$ cat config.mk
export PLATFORM = sky130hd
export DESIGN_NAME = vga_frame_monitor_flat
export DESIGN_NICKNAME = d
export VERILOG_FILES = /design/src/rtl/vga_frame_monitor_if.sv /design/src/rtl/vga_frame_monitor.sv /design/src/flat_wrapper.sv
export SDC_FILE = /design/constraint.sdc
export NUM_CORES = 1
export LEC_CHECK = 0
export BUFFER_PORTS_ARGS = -buffer_cell sky130_fd_sc_hd__buf_2
export CAP_MARGIN = 5
export CORE_UTILIZATION = 50
export CTS_CLUSTER_SIZE = 40
export DETAILED_ROUTE_END_ITERATION = 16
export PLACE_DENSITY_LB_ADDON = 0.3
export SLEW_MARGIN = 20
export SYNTH_ARGS = -nofsm -noshare
export SYNTH_HDL_FRONTEND = slang
export SYNTH_SLANG_ARGS = --single-unit
$ cat constraint.sdc
create_clock -name clk -period 3.9 [get_ports clk]
set_input_delay 0.585 -clock clk [delete_from_list [all_inputs] [get_ports clk]]
set_output_delay 0.585 -clock clk [all_outputs]
set_load 0.01 [all_outputs]
$ cat src/rtl/vga_frame_monitor_if.sv
// TinyQV register bus between the CPU side (master) and the VGA frame monitor (slave).
interface vga_frame_monitor_if;
    logic [5:0]  address;
    logic [31:0] data_in;
    logic [1:0]  data_write_n;
    logic [1:0]  data_read_n;
    logic [31:0] data_out;
    logic        data_ready;

    modport master (output address, data_in, data_write_n, data_read_n,
                    input  data_out, data_ready);
    modport slave  (input  address, data_in, data_write_n, data_read_n,
                    output data_out, data_ready);
endinterface

$ cat src/rtl/vga_frame_monitor.sv
// Receives a TinyVGA PMOD stream, recovers line/frame timing, tracks lock and CRCs the active window.
// Optional pixel probe registers (0x14/0x18) are built when VGA_MON_PROBE_EN is defined.
module vga_frame_monitor #(
    parameter int H_START  = 48,
    parameter int H_ACTIVE = 640,
    parameter int V_START  = 33,
    parameter int V_ACTIVE = 480,
    parameter int SYNC_POL = 1
) (
    input  logic                clk,
    input  logic                reset,
    input  logic [7:0]          vga_in,
    vga_frame_monitor_if.slave  bus,
    output logic                user_interrupt
);
    typedef enum logic [1:0] {HUNT = 2'd0, MEASURE = 2'd1, VERIFY = 2'd2, LOCKED = 2'd3} state_t;

    localparam logic [11:0] HW_LO = 12'(H_START);
    localparam logic [11:0] HW_HI = 12'(H_START + H_ACTIVE);
    localparam logic [10:0] VW_LO = 11'(V_START);
    localparam logic [10:0] VW_HI = 11'(V_START + V_ACTIVE);

    function automatic logic [15:0] crc_byte(input logic [15:0] c, input logic [7:0] d);
        logic [15:0] r;
        r = c ^ {d, 8'h00};
        for (int i = 0; i < 8; i++) r = r[15] ? ((r << 1) ^ 16'h1021) : (r << 1);
        return r;
    endfunction

    logic [7:0]  s1;
    logic [1:0]  s2;          // only the sync pair is needed from the second stage
    logic        vs1, hs1, vs2, hs2, vs_edge, hs_edge;
    logic [11:0] h_cnt, prev_period, line_len, close_period, ref_period;
    logic [10:0] line_cnt, close_lines, ref_lines;
    logic        first_line, line_err, line_mismatch, close_err, in_win;
    logic [15:0] crc;
    logic        en, irq_en, irq_pend, timeout;
    logic [11:0] h_period;
    logic [10:0] v_lines;
    logic [15:0] frame_crc, frame_count;
    logic        frame_close, timeout_hit, ref_load, match, wr_en, ctrl_wr;
    state_t      state_q, state_d;
    logic [31:0] rdata;

    assign vs1 = (SYNC_POL != 0) ? s1[7] : ~s1[7];
    assign hs1 = (SYNC_POL != 0) ? s1[6] : ~s1[6];
    assign vs2 = (SYNC_POL != 0) ? s2[1] : ~s2[1];
    assign hs2 = (SYNC_POL != 0) ? s2[0] : ~s2[0];
    assign vs_edge = vs1 & ~vs2;
    assign hs_edge = hs1 & ~hs2;

    assign line_len      = h_cnt + 12'd1;
    assign line_mismatch = hs_edge & ~first_line & (line_len != prev_period);
    // A coincident hsync edge closes the last line of the frame that is ending.
    assign close_period  = hs_edge ? line_len : prev_period;
    assign close_lines   = line_cnt + 11'd1;
    assign close_err     = line_err | line_mismatch;
    assign in_win = (h_cnt >= HW_LO) && (h_cnt < HW_HI) && (line_cnt >= VW_LO) && (line_cnt < VW_HI);

    assign frame_close = en & vs_edge;
    assign timeout_hit = en & ~hs_edge & (h_cnt == 12'd4094);
    assign match       = (close_period == ref_period) && (close_lines == ref_lines) && !close_err;

    assign wr_en   = (bus.data_write_n != 2'b11);
    assign ctrl_wr = wr_en && (bus.address == 6'h00);

    always_ff @(posedge clk) begin
        if (reset) begin
            s1 <= '0;
            s2 <= '0;
        end else begin
            s1 <= vga_in;
            s2 <= s1[7:6];
        end
    end

    // Timing counters, line check and CRC are held at their reset values while disabled.
    always_ff @(posedge clk) begin
        if (reset || !en) begin
            h_cnt       <= '0;
            line_cnt    <= '0;
            prev_period <= '0;
            first_line  <= 1'b1;
            line_err    <= 1'b0;
            crc         <= 16'hFFFF;
            ref_period  <= '0;
            ref_lines   <= '0;
        end else begin
            if (hs_edge)               h_cnt <= '0;
            else if (h_cnt != 12'hFFF) h_cnt <= h_cnt + 12'd1;
            if (vs_edge)      line_cnt <= '0;
            else if (hs_edge) line_cnt <= line_cnt + 11'd1;
            if (hs_edge) prev_period <= line_len;
            if (vs_edge)      first_line <= 1'b1;
            else if (hs_edge) first_line <= 1'b0;
            if (vs_edge)            line_err <= 1'b0;
            else if (line_mismatch) line_err <= 1'b1;
            if (vs_edge)     crc <= 16'hFFFF;
            else if (in_win) crc <= crc_byte(crc, {2'b00, s1[5:0]});
            if (ref_load) begin
                ref_period <= close_period;
                ref_lines  <= close_lines;
            end
        end
    end

    always_ff @(posedge clk) begin
        if (reset) state_q <= HUNT;
        else       state_q <= state_d;
    end

    always_comb begin
        state_d  = state_q;
        ref_load = 1'b0;
        if (!en || timeout_hit) begin
            state_d = HUNT;
        end else if (vs_edge) begin
            unique case (state_q)
                HUNT:    state_d = MEASURE;
                MEASURE: begin ref_load = 1'b1; state_d = VERIFY; end
                VERIFY:  if (match) state_d = LOCKED; else ref_load = 1'b1;
                LOCKED:  if (!match) begin ref_load = 1'b1; state_d = VERIFY; end
                default: state_d = HUNT;
            endcase
        end
    end

    // Latched frame results and control survive EN=0; only reset clears them.
    always_ff @(posedge clk) begin
        if (reset) begin
            en          <= 1'b0;
            irq_en      <= 1'b0;
            irq_pend    <= 1'b0;
            timeout     <= 1'b0;
            h_period    <= '0;
            v_lines     <= '0;
            frame_crc   <= '0;
            frame_count <= '0;
        end else begin
            if (ctrl_wr) begin
                en     <= bus.data_in[0];
                irq_en <= bus.data_in[1];
            end
            if (frame_close) begin
                h_period    <= close_period;
                v_lines     <= close_lines;
                frame_crc   <= crc;
                frame_count <= frame_count + 16'd1;
            end
            if (frame_close && irq_en)         irq_pend <= 1'b1;
            else if (ctrl_wr && bus.data_in[2]) irq_pend <= 1'b0;
            if (timeout_hit)                    timeout <= 1'b1;
            else if (ctrl_wr && bus.data_in[3]) timeout <= 1'b0;
        end
    end

`ifdef VGA_MON_PROBE_EN
    logic [11:0] probe_x, win_x;
    logic [10:0] probe_y, win_y;
    logic [5:0]  probe_pix;
    logic        probe_vld;

    assign win_x = h_cnt - HW_LO;
    assign win_y = line_cnt - VW_LO;

    always_ff @(posedge clk) begin
        if (reset) begin
            probe_x   <= '0;
            probe_y   <= '0;
            probe_pix <= '0;
            probe_vld <= 1'b0;
        end else if (wr_en && bus.address == 6'h14) begin
            probe_x   <= bus.data_in[11:0];
            probe_y   <= bus.data_in[26:16];
            probe_vld <= 1'b0;
        end else if (en && in_win && win_x == probe_x && win_y == probe_y) begin
            probe_pix <= s1[5:0];
            probe_vld <= 1'b1;
        end
    end
`endif

    always_comb begin
        rdata = '0;
        case (bus.address)
            6'h00: rdata = {26'd0, state_q, timeout, irq_pend, irq_en, en};
            6'h04: rdata = {20'd0, h_period};
            6'h08: rdata = {21'd0, v_lines};
            6'h0C: rdata = {16'd0, frame_crc};
            6'h10: rdata = {16'd0, frame_count};
`ifdef VGA_MON_PROBE_EN
            6'h14: rdata = {5'd0, probe_y, 4'd0, probe_x};
            6'h18: rdata = {24'd0, probe_vld, 1'b0, probe_pix};
`endif
            default: rdata = '0;
        endcase
    end

    assign bus.data_out   = rdata;
    assign bus.data_ready = 1'b1;
    assign user_interrupt = irq_pend;

    // Reads are combinational, so the read strobe and upper write bits carry no information here.
    logic unused_bits;
    assign unused_bits = ^{bus.data_in[31:4], bus.data_read_n};
endmodule

$ cat src/flat_wrapper.sv
// flat-port wrapper written by rule: the top's interface ports become plain ports
module vga_frame_monitor_flat 
#(
    parameter int H_START  = 48,
    parameter int H_ACTIVE = 640,
    parameter int V_START  = 33,
    parameter int V_ACTIVE = 480,
    parameter int SYNC_POL = 1
)
  (clk, reset, vga_in, user_interrupt, bus_address, bus_data_in, bus_data_write_n, bus_data_read_n, bus_data_out, bus_data_ready);
  vga_frame_monitor_if bus_i ();
  input  logic clk;
  input  logic reset;
  input  logic [7:0] vga_in;
  output logic user_interrupt;
  input wire logic [$bits(bus_i.address)-1:0] bus_address;
  input wire logic [$bits(bus_i.data_in)-1:0] bus_data_in;
  input wire logic [$bits(bus_i.data_write_n)-1:0] bus_data_write_n;
  input wire logic [$bits(bus_i.data_read_n)-1:0] bus_data_read_n;
  output wire logic [$bits(bus_i.data_out)-1:0] bus_data_out;
  output wire logic [$bits(bus_i.data_ready)-1:0] bus_data_ready;
  assign bus_i.address = bus_address;
  assign bus_i.data_in = bus_data_in;
  assign bus_i.data_write_n = bus_data_write_n;
  assign bus_i.data_read_n = bus_data_read_n;
  assign bus_data_out = bus_i.data_out;
  assign bus_data_ready = bus_i.data_ready;
  vga_frame_monitor #(.H_START(H_START), .H_ACTIVE(H_ACTIVE), .V_START(V_START), .V_ACTIVE(V_ACTIVE), .SYNC_POL(SYNC_POL)) u_core (.clk(clk), .reset(reset), .vga_in(vga_in), .bus(bus_i), .user_interrupt(user_interrupt));
endmodule
=== After elaboration in Yosys (flattened, before gate mapping) ===
Cells that the tools add are included.

* $add $sub $neg: 3
* Multipliers: 0
* Divide/modulo/power cells: 0
* Magnitude comparators: 4
* Equality and inequality tests: 15
* Shift-type cells: 0
* Multiplexer cells: 21
* Bitwise gates (word level): 21
* Reduce and logical (&&, ||, !) cells: 22

{| class="wikitable"
|+ Operator list
! cell !! count
|-
| $mux W13 || 8
|-
| $pmux W16 S5 || 1
|-
| $not A3 Y3 || 8
|-
| $add A16 B1 Y16 const B || 1
|-
| $xor A16 B14 Y16 || 1
|-
| $add A12 B1 Y12 const B || 1
|-
| $eq A12 B12 Y1 || 1
|-
| $eq A12 B12 Y1 const B || 1
|-
| $eq A6 B4 Y1 const B || 2
|-
| $ge A12 B6 Y1 const B || 1
|-
| $lt A12 B10 Y1 const B || 1
|-
| $mux W12 || 1
|-
| $ne A12 B12 Y1 || 1
|-
| $ne A12 B12 Y1 const B || 1
|-
| $add A11 B1 Y11 const B || 1
|-
| $eq A11 B11 Y1 || 1
|-
| $ge A11 B6 Y1 const B || 1
|-
| $lt A11 B10 Y1 const B || 1
|-
| $logic_and A1 B1 Y1 || 9
|-
| $pmux W2 S4 || 1
|-
| $reduce_or A2 Y1 || 4
|-
| $and A1 B1 Y1 || 7
|-
| $mux W1 || 7
|-
| $eq A6 B3 Y1 const B || 1
|-
| 15 further kinds || 24
|}

* Register bits: 147
* Bits in latches: 0
* Bits in writable memories: 0
* Memory bits (read-only): 0
* Bits of input ports: 52
* Output and inout bits: 34
* Word-level logic and storage cells: 105
* Memories kept: 0

=== Longest topological paths before layout ===
* Word-level depth: 17
* Depth in mapped cells: 13

=== Worst setup path after synthesis ===
OpenSTA, ideal clock, no wires.

* Kind: register -> register
* Start point: register u_core.h_cnt[0]
* End point: register u_core.ref_lines[4]
* Arrival time: 3.043 ns
* Required time: 3.757 ns
* Slack: 0.714 ns
* Stages on the path, launching flop included: 14
* Path buffers: 2
* Cells stage by stage: dfxtp_1 buf_4 inv_1 ha_1 xor2_1 a311o_1 or4_1 or4_1 nor4_1 a31o_2 a41oi_2 buf_2 a21oi_1 a211oi_2

* Longest elaborated chain between the ends: 10
* Elaborated cells between the ends (all ways): 16
* Those cells by class: 1 x add/sub; 3 x eq/ne; 5 x mux; 3 x bitwise; 4 x reduce/logical

{| class="wikitable"
|+ Ends and longest elaborated chain
! item !! RTL line !! source
|-
| start, declared || vga_frame_monitor.sv:33 || <nowiki>logic [11:0] h_cnt, prev_period, line_len, close_period, ref_period;</nowiki>
|-
| start signal, assigned || vga_frame_monitor.sv:90 || <nowiki>else if (h_cnt != 12'hFFF) h_cnt <= h_cnt + 12'd1;</nowiki>
|-
| $add A12 B1 Y12 * || vga_frame_monitor.sv:52 || <nowiki>assign line_len = h_cnt + 12'd1;</nowiki>
|-
| net u_core.line_len[0] || vga_frame_monitor.sv:33 ||
|-
| $ne A12 B12 Y1 || vga_frame_monitor.sv:53 || <nowiki>assign line_mismatch = hs_edge & ~first_line & (line_len != prev_period);</nowiki>
|-
| $and A1 B1 Y1 || vga_frame_monitor.sv:53 ||
|-
| $or A1 B1 Y1 || vga_frame_monitor.sv:57 || <nowiki>assign close_err = line_err | line_mismatch;</nowiki>
|-
| $logic_not A1 Y1 || vga_frame_monitor.sv:62 || <nowiki>assign match = (close_period == ref_period) && (close_lines == ref_lines) && !close_err;</nowiki>
|-
| $logic_and A1 B1 Y1 * || vga_frame_monitor.sv:62 ||
|-
| $mux W1 * || vga_frame_monitor.sv:121, vga_frame_monitor.sv:122 ||
|-
| $pmux W1 S2 * || vga_frame_monitor.sv:118 || <nowiki>unique case (state_q)</nowiki>
|-
| $mux W1 * || vga_frame_monitor.sv:117 || <nowiki>end else if (vs_edge) begin</nowiki>
|-
| $mux W1 * || vga_frame_monitor.sv:115 || <nowiki>if (!en || timeout_hit) begin</nowiki>
|-
| end signal, assigned || vga_frame_monitor.sv:102 || <nowiki>ref_lines <= close_lines;</nowiki>
|-
| end, declared || vga_frame_monitor.sv:34 || <nowiki>logic [10:0] line_cnt, close_lines, ref_lines;</nowiki>
|}

Mark *: on every way through the listed nets, which the timed path passes. The rest lies on a longest branch.
A chain may end at the register's enable or synchronous reset.

=== Worst setup path in the final report ===
* Start point: register u_core.h_cnt[0]
* End point: register u_core.ref_lines[10]

Same word-level chain as after synthesis.

==> flow_metrics.py <==
metrics = {
    "setup_path": {
        "timing.rr.start": "u_core.h_cnt[0]$_SDFFE_PP0P_",
        "timing.rr.end": "u_core.ref_lines[10]$_SDFFE_PP0P_",
        "critPathMaxStageDelay_ps": 460,
        "crit_fanout": 14,
        "crit_path_end_kind": "flip-flop",
        "path_common_cell": "or4_1",
        "cpLargestDelayFamily": "simple AND/OR/NAND/NOR gates",
        "critPathArrivalTime_ps": 4000,
        "reg2reg_slack_ps": 260,
        "critPathBufInv": 2,
        "cp_slowest_cell": "nor4_1",
        "required_ps": 4250,
        "worst-setup-path-type": "flip-flop to flip-flop",
        "crit_path_start_kind": "flip-flop",
        "reg2reg_depth": 12,
        "path_cells": "inv_1 > ha_1 > xor2_1 > a311o_1 > or4_1 > or4_1 > nor4_1 > a31o_2 > a41o_2 > nor2_1 > buf_4 > a211oi_2",
    },
    "route": {
        "wl_mm": 18.99,
        "drc": 0,
        "wl_per_cell_um": 16.89,
        "ant_nets": 0,
        "drt_first_pass_iters": 7,
        "drt_iter0_drc": 660,
        "viasPerCell": 5.722,
        "vias": 6432,
    },
    "finish": {
        "layout.nets": 985,
        "multi_input_area_mm2": 0.004070,
        "final_cell_mix": "147 x nand2_1, 147 x dfxtp_1, 82 x nor2_1",
        "drive_gt1_frac": 0.1234,
        "syn2layout_area_growth_pct": 11.58,
        "regArea_mm2": 0.002943,
        "diodes": 0,
        "final.fill_count": 1322,
        "fin_cells": 1124,
        "final_util": 0.5696,
        "design_area_mm2": 0.008247,
    },
    "clock_network": {
        "numCtsBuffers": 17,
        "clkLatencyLatePin_ps": 430,
        "cts_resized": 0,
        "cts_hold_buf": 0,
        "cts_tree": "done",
        "cts-root-buf": "clkbuf_16",
        "clockBufferDepth": 2,
        "ctsHtreeMaxLevel": 4,
        "clkTransAtPathRegs_ps": 60,
        "clock-sinks": 147,
        "postCtsSetupRepairBufs": 0,
    },
    "synthesis": {
        "synthFlopType": "dfxtp_1",
        "ys_seq_elements": 147,
        "synth_top_area_share": 0.3982,
        "synth_edf_count": 0,
        "synthDistinctLibCells": 67,
        "yosys-top-cells-area": "dfxtp_1 40%, nand2_1 7.5%, xor2_1 6.0%",
        "netlist_area_mm2": 0.007391,
        "syn-instance-count": 913,
        "synth_area_per_cell_um2": 8.095,
        "synthArstFlopShare": 0,
        "yosys_warnings": 0,
        "seq_area_frac_synth": 0.3982,
        "yosys.area.top_type": "dfxtp_1",
    },
    "sta": {
        "setup_viol": 0,
        "relSlewSlack": 0.3754,
        "fin_setup_tns_ps": 0,
        "worst_slew_pin_slew_ps": 936.8,
        "rsz0062_at_grt": "false",
        "fin_crit_sh": 0.9341,
        "fin_ws_ps": 257.1,
        "final.setup_skew_ps": 10.15,
        "max_clock_freq_ghz": 0.2745,
        "whs_ps": 354.7,
        "hold_viol": 0,
        "drv_slew": 0,
        "layout_min_cycle_time_ps": 3643,
    },
    "placement": {
        "place_inst": 1092,
        "dp_hpwl_mm": 13.39,
        "placed_cell_area_mm2": 0.007666,
        "io_buffers": 38,
        "gp_congestion": 0.8840,
        "dp_slack_ps": 333.9,
    },
    "power": {
        "leakage_nw": 2.954,
        "ir_worst_vdd_mv": 0.3486,
        "finalPower_mw": 3.188,
        "power_density_mw_per_mm2": 386.6,
    },
    "floorplan": {
        "start_util": 0.5105,
        "die-area_mm2": 0.01527,
        "die_w_um": 123.6,
        "coreArea_mm2": 0.01448,
        "pin_count": 86,
        "num_rows": 44,
        "die_h_um": 123.6,
    },
    "global_routing": {
        "grt_max_degree": 70,
        "grt_pass1_wl_mm": 30.08,
        "antenna_found_initial": 0,
        "grt_pass1_vias": 5759,
        "grt_overflow": 0,
        "grt.total_usage": 0.2612,
    },
    "hold_path": {
        "hold_path_end": "u_core.s1[3]$_SDFF_PP0_",
        "hold_path_depth": 2,
        "min_from": "vga_in[3]",
        "worstHoldPathType": "input port to flip-flop",
    },
    "outcome": {
        "status": "complete, no violations",
    },
    "run": {
        "maxCapViolations": 0,
    },
}
final cells by class:
cell class                      count  area share
Clock buffer                       20     0.05538
Clock inverter                     12     0.01502
Inverter                           12    0.005462
Multi-Input combinational cell    686      0.4936
Sequential cell                   147      0.3568
Tap cell                          184     0.02792
Timing Repair Buffer               63     0.04582
cells in the mapped netlist, types with 6 or more instances:
master,count
or3_1,7
o21ai_0,36
a222oi_1,12
ha_1,6
a211oi_1,11
nand4_1,8
buf_2,7
xor2_1,51
nor2b_1,22
a21oi_1,64
a211oi_2,9
clkbuf_1,52
dfxtp_1,147
inv_1,12
nand2_1,147
a22oi_1,8
and2_1,8
xnor2_1,42
nor4_1,6
nor2_1,82
buf_4,18
nor3_1,14
nand2b_1,9
nand3_1,33
and3_1,12
o21ai_1,8
layer usage:
metal / routed length, um / part of all wire / global-route usage / vias up
li1: - / - / - / 3138
met1: 8969 / 0.47 / 0.3635 / 3058
met3: 1095 / 0.058 / 0.05586 / 28
met5: 0 / 0 / 0 / -
met2: 8596 / 0.45 / 0.3979 / 208
met4: 326 / 0.017 / 0.09111 / 0
sequential cells by signal (all words and copies together), names as in the netlist, 2 cells and up:
signal              flops
u_core.h_period        12
u_core.prev_period     12
u_core.frame_count     16
u_core.frame_crc       16
u_core.ref_lines       11
u_core.h_cnt           12
u_core.line_cnt        11
u_core.s1               8
u_core.v_lines         11
u_core.state_q          2
u_core.crc             16
u_core.ref_period      12
u_core.s2               2
where the power goes:
part	leakage (nW)	internal (mW)	switching, mW
Clock	0.277	0.921	0.671
Combinational	1.49	0.0295	0.0554
Sequential	1.19	1.51	0.00383
cells by family (layout without fill, tap and decap cells):
| family | after synthesis | after routing | share of synthesized area |
|---|---|---|---|
| fa+ha+maj | 6 | 6 | 0.01016 |
| flops | 147 | 147 | 0.3982 |
| xor+xnor | 93 | 93 | 0.1102 |
| compound gates | 195 | 195 | 0.1805 |
| buf+inv | 95 | 107 | 0.05959 |
| simple gates | 368 | 368 | 0.2306 |
| other cells | 2 | 17 | 0.001016 |
| mux | 7 | 7 | 0.009819 |
how the worst max path moves through the flow:
stage                                      start  slack (ps)                                 to  cells past startpoint
detailed placement  u_core.h_cnt[0]$_SDFFE_PP0P_         330   u_core.ref_lines[6]$_SDFFE_PP0P_                     12
global route        u_core.h_cnt[0]$_SDFFE_PP0P_         120  u_core.ref_period[8]$_SDFFE_PP0P_                     12
finish              u_core.h_cnt[0]$_SDFFE_PP0P_         260  u_core.ref_lines[10]$_SDFFE_PP0P_                     12
CTS                 u_core.h_cnt[0]$_SDFFE_PP0P_         330  u_core.ref_lines[10]$_SDFFE_PP0P_                     12
floorplan           u_core.h_cnt[0]$_SDFFE_PP0P_         710   u_core.ref_lines[4]$_SDFFE_PP0P_                     13
global placement    u_core.h_cnt[0]$_SDFFE_PP0P_         360  u_core.ref_period[1]$_SDFFE_PP0P_                     12
Note: power is estimated with default switching activity, not from simulation.
